`src/rtl/gmsk_frame_sync.sv`:
```
// GMSK hard-decision bit recovery and sync-word frame synchroniser.
// Phase differences are integrated over one symbol per sample; a sync hit locks symbol timing.
module gmsk_frame_sync #(
    parameter int                    PW          = 9,
    parameter int                    OSR         = 8,
    parameter int                    SYNC_LEN    = 16,
    parameter logic [SYNC_LEN-1:0]   SYNC_WORD   = 16'hB5C3,
    parameter int                    MAXERR      = 1,
    parameter int                    PAYLOAD_LEN = 64
) (
    input  logic                            clk,
    input  logic                            rst,
    input  logic                            start,
    input  logic [PW-1:0]                   phase_in,
    input  logic                            phase_valid,
    output logic                            bit_out,
    output logic                            bit_valid,
    output logic                            sync_found,
    output logic [$clog2(SYNC_LEN+1)-1:0]   sync_err,
    output logic                            locked,
    output logic                            frame_done
);
    localparam int SW = PW + $clog2(OSR);
    localparam int HL = SYNC_LEN * OSR;
    localparam int FW = $clog2(HL + 1);
    localparam int EW = $clog2(SYNC_LEN + 1);
    localparam int YW = $clog2(OSR);
    localparam int CW = $clog2(PAYLOAD_LEN + 1);

    typedef enum logic [1:0] {IDLE, HUNT, LOCK} state_t;

    state_t                 state;
    logic [PW-1:0]          prev_phase;
    logic                   have_prev;
    logic signed [PW-1:0]   d_p0;
    logic                   vld_p0;
    logic signed [PW-1:0]   dly [OSR];
    logic signed [SW-1:0]   sum_p1;
    logic                   vld_p1;
    logic [HL-1:0]          hist;
    logic [FW-1:0]          fill;
    logic [YW-1:0]          sym_cnt;
    logic [CW-1:0]          pay_cnt;

    logic                   b_now;
    logic [HL-1:0]          hist_next;
    logic [SYNC_LEN-1:0]    cand;
    logic [EW-1:0]          err_now;
    logic [FW-1:0]          fill_next;

    function automatic logic signed [SW-1:0] sext(input logic signed [PW-1:0] v);
        return SW'(v);
    endfunction

    function automatic logic [FW-1:0] sat_inc(input logic [FW-1:0] v);
        return (v == FW'(HL)) ? v : v + 1'b1;
    endfunction

    function automatic logic [EW-1:0] popcount(input logic [SYNC_LEN-1:0] v);
        logic [EW-1:0] c;
        c = '0;
        for (int i = 0; i < SYNC_LEN; i++) c = c + EW'(v[i]);
        return c;
    endfunction

    // S3 decision and candidate word, taken one symbol apart through the history
    always_comb begin
        b_now     = ~sum_p1[SW-1] && (sum_p1 != '0);
        hist_next = {hist[HL-2:0], b_now};
        cand      = '0;
        for (int k = 0; k < SYNC_LEN; k++) cand[k] = hist_next[k*OSR];
        err_now   = popcount(cand ^ SYNC_WORD);
        fill_next = sat_inc(fill);
    end

    always_ff @(posedge clk) begin
        sync_found <= 1'b0;
        bit_valid  <= 1'b0;
        frame_done <= 1'b0;
        if (rst || !start) begin
            state     <= IDLE;
            have_prev <= 1'b0;
            vld_p0    <= 1'b0;
            vld_p1    <= 1'b0;
            sum_p1    <= '0;
            for (int i = 0; i < OSR; i++) dly[i] <= '0;
            hist      <= '0;
            fill      <= '0;
            sym_cnt   <= '0;
            pay_cnt   <= '0;
            bit_out   <= 1'b0;
            sync_err  <= '0;
            locked    <= 1'b0;
        end else if (state == IDLE) begin
            state <= HUNT;
        end else begin
            // S1: wrapped phase difference
            vld_p0 <= phase_valid;
            if (phase_valid) begin
                prev_phase <= phase_in;
                have_prev  <= 1'b1;
                d_p0       <= have_prev ? $signed(phase_in - prev_phase) : '0;
            end
            // S2: one-symbol sliding sum
            vld_p1 <= vld_p0;
            if (vld_p0) begin
                sum_p1 <= sum_p1 + sext(d_p0) - sext(dly[OSR-1]);
                dly[0] <= d_p0;
                for (int i = 1; i < OSR; i++) dly[i] <= dly[i-1];
            end
            if (frame_done) locked <= 1'b0;
            // S3: history, sync search and payload timing
            if (vld_p1) begin
                hist <= hist_next;
                fill <= fill_next;
                case (state)
                    HUNT: begin
                        if (fill_next == FW'(HL) && err_now <= EW'(MAXERR)) begin
                            sync_found <= 1'b1;
                            sync_err   <= err_now;
                            sym_cnt    <= '0;
                            pay_cnt    <= '0;
                            locked     <= 1'b1;
                            state      <= LOCK;
                        end
                    end
                    LOCK: begin
                        if (sym_cnt == YW'(OSR - 1)) begin
                            sym_cnt   <= '0;
                            bit_out   <= b_now;
                            bit_valid <= 1'b1;
                            pay_cnt   <= pay_cnt + 1'b1;
                            if (pay_cnt == CW'(PAYLOAD_LEN - 1)) begin
                                // stale history must not produce a sync right after the frame
                                frame_done <= 1'b1;
                                hist       <= '0;
                                fill       <= '0;
                                have_prev  <= 1'b0;
                                state      <= HUNT;
                            end
                        end else begin
                            sym_cnt <= sym_cnt + 1'b1;
                        end
                    end
                    default: state <= IDLE;
                endcase
            end
        end
    end
endmodule
```
`config.mk`:
```
export PLATFORM = sky130hd
export DESIGN_NAME = gmsk_frame_sync
export DESIGN_NICKNAME = d
export VERILOG_FILES = /design/src/rtl/gmsk_frame_sync.sv
export SDC_FILE = /design/constraint.sdc
export NUM_CORES = 1
export LEC_CHECK = 0
export CORE_UTILIZATION = 35
export DETAILED_ROUTE_END_ITERATION = 8
export PLACE_DENSITY_LB_ADDON = 0.15
export REMOVE_ABC_BUFFERS = 1
export SLEW_MARGIN = 30
export SYNTH_ARGS = -nofsm -noshare
export SYNTH_HDL_FRONTEND = slang
export SYNTH_SLANG_ARGS = --single-unit
```
`constraint.sdc`:
```
create_clock -name clk -period 15.65 [get_ports clk]
set_input_delay 3.13 -clock clk [delete_from_list [all_inputs] [get_ports clk]]
set_output_delay 3.13 -clock clk [all_outputs]
set_load 0.005 [all_outputs]
```
==> results of run 1 <==
[registers in the layout, summed over array words and instances (netlist names)]
register / count
hist: 120
vld_p1: 1
pay_cnt: 7
fill: 8
sync_found: 1
have_prev: 1
dly: 72
state: 2
vld_p0: 1
bit_out: 1
locked: 1
bit_valid: 1
sym_cnt: 3
sum_p1: 12
sync_err: 5
prev_phase: 9
d_p0: 9
frame_done: 1
[cells by family (layout without fill, tap and decap cells)]
family / Yosys count / count (layout)
AO/OA/AOI/OAI: 222 / 222
XOR/XNOR: 13 / 13
adder cells (fa/ha/maj): 53 / 53
buffers and inverters: 151 / 168
flip-flops: 255 / 255
multiplexers: 3 / 3
AND/OR/NAND/NOR: 357 / 357
[cell type report]
type                            instances  share of cell area
Tap cell                              396              0.0402
Sequential cell                       255               0.487
Inverter                               88              0.0268
Clock inverter                          9             0.00821
Multi-Input combinational cell        648               0.351
Timing Repair Buffer                   29              0.0224
Clock buffer                           42              0.0644
[critical path: stages (launching register included)]
cell and delay (ns):
dfxtp_1 0.33, nor4_1 0.30, a31oi_1 0.16, inv_1 0.14
fa_1 0.44, fa_1 0.48, fa_1 0.51, inv_1 0.05
fa_1 0.43, inv_1 0.06, ha_1 0.15, inv_1 0.05
fa_1 0.47, nand2_1 0.06, nor4_1 0.30, o21ai_0 0.23
a2111oi_4 0.29, a31o_1 0.38, or3b_1 0.40, mux2_4 0.30
[cell usage after synthesis, drive strengths merged, types with 12 or more instances]
cell,instances
a21oi,30
nor2b,13
dfxtp,165
nor2,160
inv,88
o21ai,29
nor3,12
clkbuf,55
a22oi,121
fa,22
ha,31
edfxtp,90
and2,70
nand3,14
nand2,40
[per-stage QoR]
step                      utilization  hold WS, ns
after floorplan                     -        0.436
after global placement          0.374        0.453
after detailed placement        0.374        0.453
after CTS                       0.403        0.462
after global routing            0.403        0.485
final                           0.403        0.456
[power breakdown]
part           internal (W)  leakage, nW  total [W]  switching (W)
Combinational     0.0000231         1.73  0.0000590      0.0000359
Clock              0.000382        0.427   0.000638       0.000256
Sequential         0.000695         2.28   0.000699     0.00000381
Total               0.00110         4.43    0.00140       0.000295
[worst paths after layout]
| check | startpoint | end | slack (ns) | cells past startpoint |
|---|---|---|---|---|
| hold reg to reg | sym_cnt[1] | sym_cnt[1] | 0.46 | 2 |
| setup reg to reg | sum_p1[1] | pay_cnt[6] | 10.01 | 19 |
| hold / removal | sym_cnt[1] | sym_cnt[1] | 0.46 | 2 |
| setup / recovery | sum_p1[1] | pay_cnt[6] | 10.01 | 19 |
[layer usage]
layer / track usage / vias up / share of wire
met5: 0 / - / 0
li1: - / 3655 / -
met3: 0.0275 / 32 / 0.039
met2: 0.212 / 85 / 0.46
met4: 0.0350 / 0 / 0.021
met1: 0.183 / 3368 / 0.48
[placed cells by master, fill, tap and decap left out, types with 3 or more instances in the layout]
| cell type | n |
|---|---|
| nand4_1 | 5 |
| clkbuf_1 | 11 |
| nand2_1 | 39 |
| nor3b_1 | 5 |
| a21oi_1 | 30 |
| o21a_1 | 3 |
| edfxtp_1 | 90 |
| clkinvlp_4 | 3 |
| nand3b_1 | 3 |
| a21boi_0 | 5 |
| a31oi_1 | 6 |
| fa_1 | 22 |
| o21ai_0 | 27 |
| and3_2 | 3 |
| clkbuf_16 | 29 |
| and2_1 | 69 |
| clkinv_2 | 3 |
| buf_4 | 6 |
| and3_1 | 8 |
| ha_1 | 31 |
| nor4_1 | 7 |
| nand3_1 | 13 |
| nor2_1 | 159 |
| inv_1 | 88 |
| nor3_1 | 11 |
| clkdlybuf4s50_1 | 22 |
| nor2b_1 | 12 |
| a21o_1 | 3 |
| or3_1 | 8 |
| dfxtp_1 | 165 |
| a211oi_1 | 4 |
| xnor2_1 | 11 |
| a22oi_1 | 121 |
==> results.toml, run 1 <==
[status]
outcome = "finished clean"

[yosys]
synth_edf_count = 90
yosysTopAreaCell = "dfxtp_1"
synthCells = 1054
synth-simple-area-share = 0.160
yosysTopAreaCellShare = 0.304
synth_xor_area_frac = 0.0105
synth_area_leaders = "dfxtp_1, edfxtp_1, a22oi_1, nor2_1, fa_1"
synth-compound-area-share = 0.143
synth.avg_cell_area_um2 = 10.3
synth_ff_type = "dfxtp_1"
ys_ff_latch = 255
yosys_warnings = 0
ys_async_sr_fraction = 0
synth_cell_type_count = 61
synthAdderAreaFrac = 0.0761
synth_top_family_by_area = "simple AND/OR/NAND/NOR gates"
synth_seq_area_share = 0.552
synthesis.area_um2 = 10900
synthMuxAreaShare = 0.00345

[setup_path]
worst-setup-path-type = "reg -> reg"
crit_fanout = 10
crit_path_end_kind = "flip-flop"
worstPathArrival_ns = 6.06
worstPathRequired_ns = 16.07
critPathLaunchType = "flip-flop"

[min_path]
hold_class = "reg -> reg"

[cells_and_area]
fin_area_um2 = 12300
fillCellCount = 3022
seq_area_um2 = 6010
drive_gt1_frac = 0.0588
multi_input_area_um2 = 4330
diodes = 0
syn_to_final_growth_pct = 13.4
fin_nets = 1116
stdcell_count = 1467

[floorplanning]
rows = 64
dieWidth_um = 178
fp.dieArea_um2 = 31800
initial_core_util = 0.356
ios = 23
die_h_um = 178
core_area_um2 = 30600

[clock_tree]
insertion_delay_ns = 0.54
postCtsSetupBuffers = 0
clockBufferDepth = 3
cts-resized-gates = 0
clock-sinks = 255
cts_tree = "done"
cts_hold_buffers = 0
clk_pin_slew_ns = 0.06
clock-root-buffer = "clkbuf_16"
numCtsBuffers = 28
htree_levels = 1

[place]
place_congestion = 0.745
hpwl_mm = 12.5
io_buffers = 22
dpl_cell_area_um2 = 11400
preCtsSetupSlack_ns = 9.96
place_inst = 1416

[grt]
grt_max_degree = 104
grt_pass1_wl_mm = 34.5
grt_overflow = 0
globalRouteTotalUtil = 0.133
antenna_found_initial = 0
grt_pass1_vias = 6795

[drt]
vias = 7140
wirelength_mm = 20.7
drc = 0
first_pass_iters = 5
drtAntennaViolNets = 0
wl_per_cell_um = 14.1
vias_per_cell = 4.87
drt_iter0_drc = 461

[timing]
rsz0062_at_grt = "no"
layout_worst_path_cycle_share = 0.360
finalSetupViolCount = 0
slew_violations = 0
setup_ws_ns = 10.01
finClkSkew_ns = 0.0104
tightest_slew_ns = 0.867
finalHoldViolations = 0
relSlewSlack = 0.422
fin_setup_tns_ns = 0
finalCriticalPeriod_ns = 5.64
timing.fmax_mhz = 177

[power_and_ir_drop]
vdd_ir_drop_max_v = 0.0000842
power_density_nw_per_um2 = 113
p_leak_nw = 4.43
total_power_w = 0.00140

[flow_run]
maxCapViolations = 0
(Power assumes the default switching activity.)
==> run 2, diff against run 1 <==
==> constraint.sdc (replaced) <==
create_clock -name clk -period 5.5 [get_ports clk]
set_input_delay 1.1 -clock clk [delete_from_list [all_inputs] [get_ports clk]]
set_output_delay 1.1 -clock clk [all_outputs]
set_load 0.005 [all_outputs]
==> run 2 against run 1 <==
Clock power grew to 2.9 times the previous value; flip-flop and latch count stayed put; non-clock buffer count increased by 8; total power grew to 2.9 times the previous value; sequential share of layout area is 0.53 points lower; register-to-register slack lost 9.8 ns; clock-buffer cell count shrank 7; cell count rose by 0.55%; die area is the same; critical endpoint unchanged; combinational power grew to 2.9 times the previous value; critical path type unchanged; maximum frequency is 7.2% higher.
==> results.toml, run 2 (synthesized netlist as in run 1, its figures left out) <==
[status]
outcome = "finished clean"

[place]
hpwl_mm = 12.8
preCtsSetupSlack_ns = 0.0998
place_congestion = 0.752
io_buffers = 22
place_inst = 1422

[power_and_ir_drop]
p_comb_frac = 0.043
total_power_w = 0.00402
pwr-share-seq = 0.494
p_leak_nw = 4.50
p_clk_frac = 0.463
switchingPower_w = 0.000882
p_int_w = 0.00314
p_sw_frac = 0.219
vdd_ir_drop_max_v = 0.000220
power_density_nw_per_um2 = 322

[grt]
grt_pass1_vias = 6995
antenna_found_initial = 0
grt_max_degree = 121
globalRouteTotalUtil = 0.138
grt_pass1_wl_mm = 35.9
grt_overflow = 0

[clock_tree]
cts_tree = "done"
clockBufferDepth = 3
clk_pin_slew_ns = 0.06
cts_hold_buffers = 0
htree_levels = 1
insertion_delay_ns = 0.56
numCtsBuffers = 28
clock-sinks = 255
clock-root-buffer = "clkbuf_16"

[floorplanning]
core_area_um2 = 30600
initial_core_util = 0.356
fp.dieArea_um2 = 31800
die_h_um = 178
dieWidth_um = 178
rows = 64
ios = 23

[cells_and_area]
mostFrequentLayoutCells = "dfxtp_1, nor2_1, a22oi_1"
stdcell_count = 1475
max_flop_register = "hist"
top_regs = "hist x120, dly x72, sum_p1 x12"
fillCellCount = 3009
largest_reg_flops = 120
final_common_cell = "dfxtp_1"
syn_to_final_growth_pct = 14.7
fin_nets = 1124
diodes = 0
drive_gt1_frac = 0.0732

[setup_path]
reg2regPathDepth = 18
r2r_end = "pay_cnt[6]"
reg2reg_slack_ns = 0.24
r2r_start = "sum_p1[3]"
crit_fanout = 3
worstPathRequired_ns = 5.95
worstPathArrival_ns = 5.71
crit_path_end_kind = "flip-flop"
worst-setup-path-type = "reg -> reg"
critPathLaunchType = "flip-flop"

[min_path]
min_path_cells = 2
min_from = "sym_cnt[1]"
hold_class = "reg -> reg"
min_to = "sym_cnt[1]"

[timing]
hold-worst-slack_ns = 0.469
setup_ws_ns = 0.241
relSlewSlack = 0.430
finalHoldViolations = 0
slew_violations = 0
rsz0062_at_grt = "no"
finalCriticalPeriod_ns = 5.26
timing.fmax_mhz = 190
finClkSkew_ns = 0.0227
layout_worst_path_cycle_share = 0.956
tightest_slew_ns = 0.854
finalSetupViolCount = 0

[drt]
first_pass_iters = 4
vias = 7230
wl_per_cell_um = 14.4
wirelength_mm = 21.2
drtAntennaViolNets = 0
vias_per_cell = 4.90
drc = 0
drt_iter0_drc = 486

[flow_run]
maxCapViolations = 0
==> run 2: cell count changes in the layout (fill, tap and decap cells not counted), sizes merged <==
cell / previous run / this run
clkbuf: 42 / 35
bufinv: 2 / 3
buf: 7 / 15
clkinv: 4 / 10
==> run 2: area by class of cell <==
cell class | instances | area, µm² | area share
inverter | 88 | 330 | 0.0265
tap | 396 | 495 | 0.0397
multi-input combinational | 648 | 4350 | 0.349
timing repair buffer | 37 | 369 | 0.0296
sequential | 255 | 6010 | 0.481
clock buffer | 35 | 737 | 0.0591
clock inverter | 16 | 185 | 0.0148
==> run 2: power groups by stage <==
| stage | sequential [W] | combinational (W) | clock (W) |
|---|---|---|---|
| final | 0.00199 | 0.000173 | 0.00186 |
| after global routing | 0.00199 | 0.000198 | 0.00201 |
| after CTS | 0.00199 | 0.000176 | 0.00193 |
| after detailed placement | 0.00203 | 0.000174 | 0 |
| after global placement | 0.00203 | 0.000173 | 0 |
| after floorplan | 0.00203 | 0.000119 | 0 |
==> run 2: timing repair <==
item,in CTS,in global routing
endpoints found under the setup margin,0,15
buffers inserted,0,1
resized for setup,0,6
==> run 2: worst max path at each step <==
stage,startpoint,to,cells after the start
after floorplan,rst,dly[0][0],3
after global placement,sum_p1[3],pay_cnt[6],18
after detailed placement,sum_p1[0],pay_cnt[6],19
after CTS,sum_p1[0],pay_cnt[6],19
after global routing,sum_p1[3],pay_cnt[6],18
final,sum_p1[3],pay_cnt[6],18
==> run 2: metal layers <==
layer  GRT usage  part of all wire  up-vias
li1            -                 -     3672
met4      0.0332             0.020        0
met5           0                 0        -
met3      0.0224             0.029       32
met2       0.223              0.46       82
met1       0.192              0.49     3444
==> run 2: critical path, cell delays in order, from the launching register on <==
cell,delay (ns)
dfxtp_1,0.33
nor4_2,0.28
a31oi_1,0.16
inv_1,0.13
fa_1,0.43
fa_1,0.46
fa_1,0.51
inv_1,0.05
fa_1,0.42
inv_1,0.08
ha_1,0.16
inv_1,0.05
fa_1,0.38
a2111oi_1,0.33
a21oi_1,0.14
a2111oi_4,0.38
a31o_1,0.21
or3b_1,0.37
mux2_4,0.30
==> run 2: stage by stage <==
stage,area (µm²),utilization,TNS [ns]
after floorplan,10600,-,-16.99
after global placement,11500,0.376,0
after detailed placement,11500,0.376,0
after CTS,12400,0.406,0
after global routing,12500,0.408,0
final,12500,0.408,0
==> run 3, diff against run 2 <==
--- a/config.mk
+++ b/config.mk
@@ -5,7 +5,7 @@
 export SDC_FILE = /design/constraint.sdc
 export NUM_CORES = 1
 export LEC_CHECK = 0
-export CORE_UTILIZATION = 35
+export CORE_UTILIZATION = 40
 export DETAILED_ROUTE_END_ITERATION = 8
 export PLACE_DENSITY_LB_ADDON = 0.15
 export REMOVE_ABC_BUFFERS = 1
==> run 3 against run 2 <==
Sequential power hardly changed; global-route usage is 1.2 points higher; critical path depth is 1 higher; non-clock buffer count stayed put; clock skew is 0.0024 ns lower; worst hold slack worse by 0.0092 ns; setup slack better by 0.084 ns; largest cell class unchanged; maximum frequency is 1.6% higher; highest routed layer unchanged.
==> results.toml, run 3 (synthesized netlist as in run 1, its figures left out) <==
[timing]
finalHoldViolations = 0
relSlewSlack = 0.441
finalSetupViolCount = 0
finalCriticalPeriod_ns = 5.18
tightest_slew_ns = 0.837
layout_worst_path_cycle_share = 0.941
finClkSkew_ns = 0.0203
timing.fmax_mhz = 193
slew_violations = 0
fin_setup_tns_ns = 0

[place]
dpl_cell_area_um2 = 11400
io_buffers = 22
hpwl_mm = 12.5
place_congestion = 0.790

[flow_run]
maxCapViolations = 0

[cells_and_area]
fin_area_um2 = 12500
mostFrequentLayoutCells = "dfxtp_1, nor2_1, a22oi_1"
syn_to_final_growth_pct = 15.3
drive_gt1_frac = 0.0861
diodes = 0
top_regs = "hist x120, dly x72, sum_p1 x12"
fillCellCount = 2397
final_common_cell = "dfxtp_1"
multi_input_area_um2 = 4410
max_flop_register = "hist"
largest_reg_flops = 120
seq_area_um2 = 6010
fin_nets = 1124

[drt]
vias_per_cell = 5.09
vias = 7208
drc = 0
wl_per_cell_um = 14.4
drt_iter0_drc = 427
drtAntennaViolNets = 0
first_pass_iters = 5
wirelength_mm = 20.4

[floorplanning]
ios = 23
dieWidth_um = 167
core_area_um2 = 26400
die_h_um = 167
fp.dieArea_um2 = 27900
rows = 59
initial_core_util = 0.413

[grt]
globalRouteTotalUtil = 0.150
grt_overflow = 0
grt_pass1_vias = 6912
grt_pass1_wl_mm = 34.9
grt_max_degree = 100
antenna_found_initial = 0

[setup_path]
worst-setup-path-type = "reg -> reg"
crit_path_end_kind = "flip-flop"
reg2reg_slack_ns = 0.32
worstPathArrival_ns = 5.61
crit_fanout = 3
worstPathRequired_ns = 5.93
critPathLaunchType = "flip-flop"
r2r_end = "pay_cnt[6]"
reg2regPathDepth = 19
r2r_start = "sum_p1[3]"

[power_and_ir_drop]
vdd_ir_drop_max_v = 0.000232
power_density_nw_per_um2 = 333
p_leak_nw = 4.57

[clock_tree]
htree_levels = 1
clock-root-buffer = "clkbuf_16"
clock-sinks = 255
clockBufferDepth = 3
cts_tree = "done"
clk_pin_slew_ns = 0.06
numCtsBuffers = 28
insertion_delay_ns = 0.54

[status]
outcome = "finished clean"

[min_path]
min_from = "sym_cnt[1]"
min_to = "sym_cnt[1]"
hold_class = "reg -> reg"
min_path_cells = 2
run 3: final cells by class:
type                            instances  area share
Clock buffer                           37      0.0642
Multi-Input combinational cell        648       0.352
Tap cell                              335      0.0334
Sequential cell                       255       0.479
Inverter                               88      0.0263
Timing Repair Buffer                   37      0.0275
Clock inverter                         15      0.0174
run 3: how the worst max path moves through the flow:
stage | startpoint | end | slack [ns] | cells after the start
after floorplan | rst | dly[0][0] | -0.36 | 3
after global placement | sum_p1[0] | pay_cnt[6] | 0.18 | 19
after detailed placement | sum_p1[3] | pay_cnt[4] | 0.05 | 20
after CTS | sum_p1[0] | pay_cnt[3] | 0.02 | 20
after global routing | sum_p1[0] | pay_cnt[6] | -0.0005 | 19
final | sum_p1[3] | pay_cnt[6] | 0.32 | 19
run 3: routing by layer:
layer,part of all wire,vias to the layer above,GRT usage
met3,0.031,40,0.0228
met1,0.48,3401,0.209
met5,0,-,0
met2,0.46,85,0.241
met4,0.025,0,0.0443
li1,-,3682,-
run 3: repair_timing:
| item | CTS | global route |
|---|---|---|
| setup endpoints to repair | 0 | 18 |
| hold buffers | 0 | 0 |
| gates resized for setup | 0 | 21 |
| setup buffers | 0 | 1 |
run 3: power by group:
group,leakage [nW],switching (W),internal (W),total [W]
sequential,2.28,0.0000107,0.00198,0.00199
combinational,1.78,0.000104,0.0000681,0.000172
clock,0.506,0.000755,0.00126,0.00202
run 3: through the flow:
stage | total power, W | std cells | utilization | setup WS, ns | hold slack [ns]
floorplan | 0.00214 | 991 | - | -0.359 | 0.436
global placement | 0.00220 | 1362 | 0.433 | 0.178 | 0.455
detailed placement | 0.00220 | 1362 | 0.433 | 0.0457 | 0.452
CTS | 0.00423 | 1414 | 0.472 | 0.0242 | 0.460
global route | 0.00434 | 1415 | 0.476 | -0.000525 | 0.483
finish | 0.00418 | 1415 | 0.476 | 0.325 | 0.460
run 3: critical path, stage by stage, from the launching register on:
cell and delay [ns]:
dfxtp_2 0.34, nor4_4 0.29, a31oi_2 0.16, inv_2 0.10, fa_1 0.42, fa_1 0.47, fa_1 0.51, inv_1 0.05
fa_1 0.42, inv_1 0.09, ha_4 0.15, inv_1 0.05, fa_2 0.52, nand2_1 0.08, nor4_4 0.20, o21ai_2 0.10
a2111oi_4 0.24, a31o_1 0.21, or3b_1 0.37, mux2_4 0.30
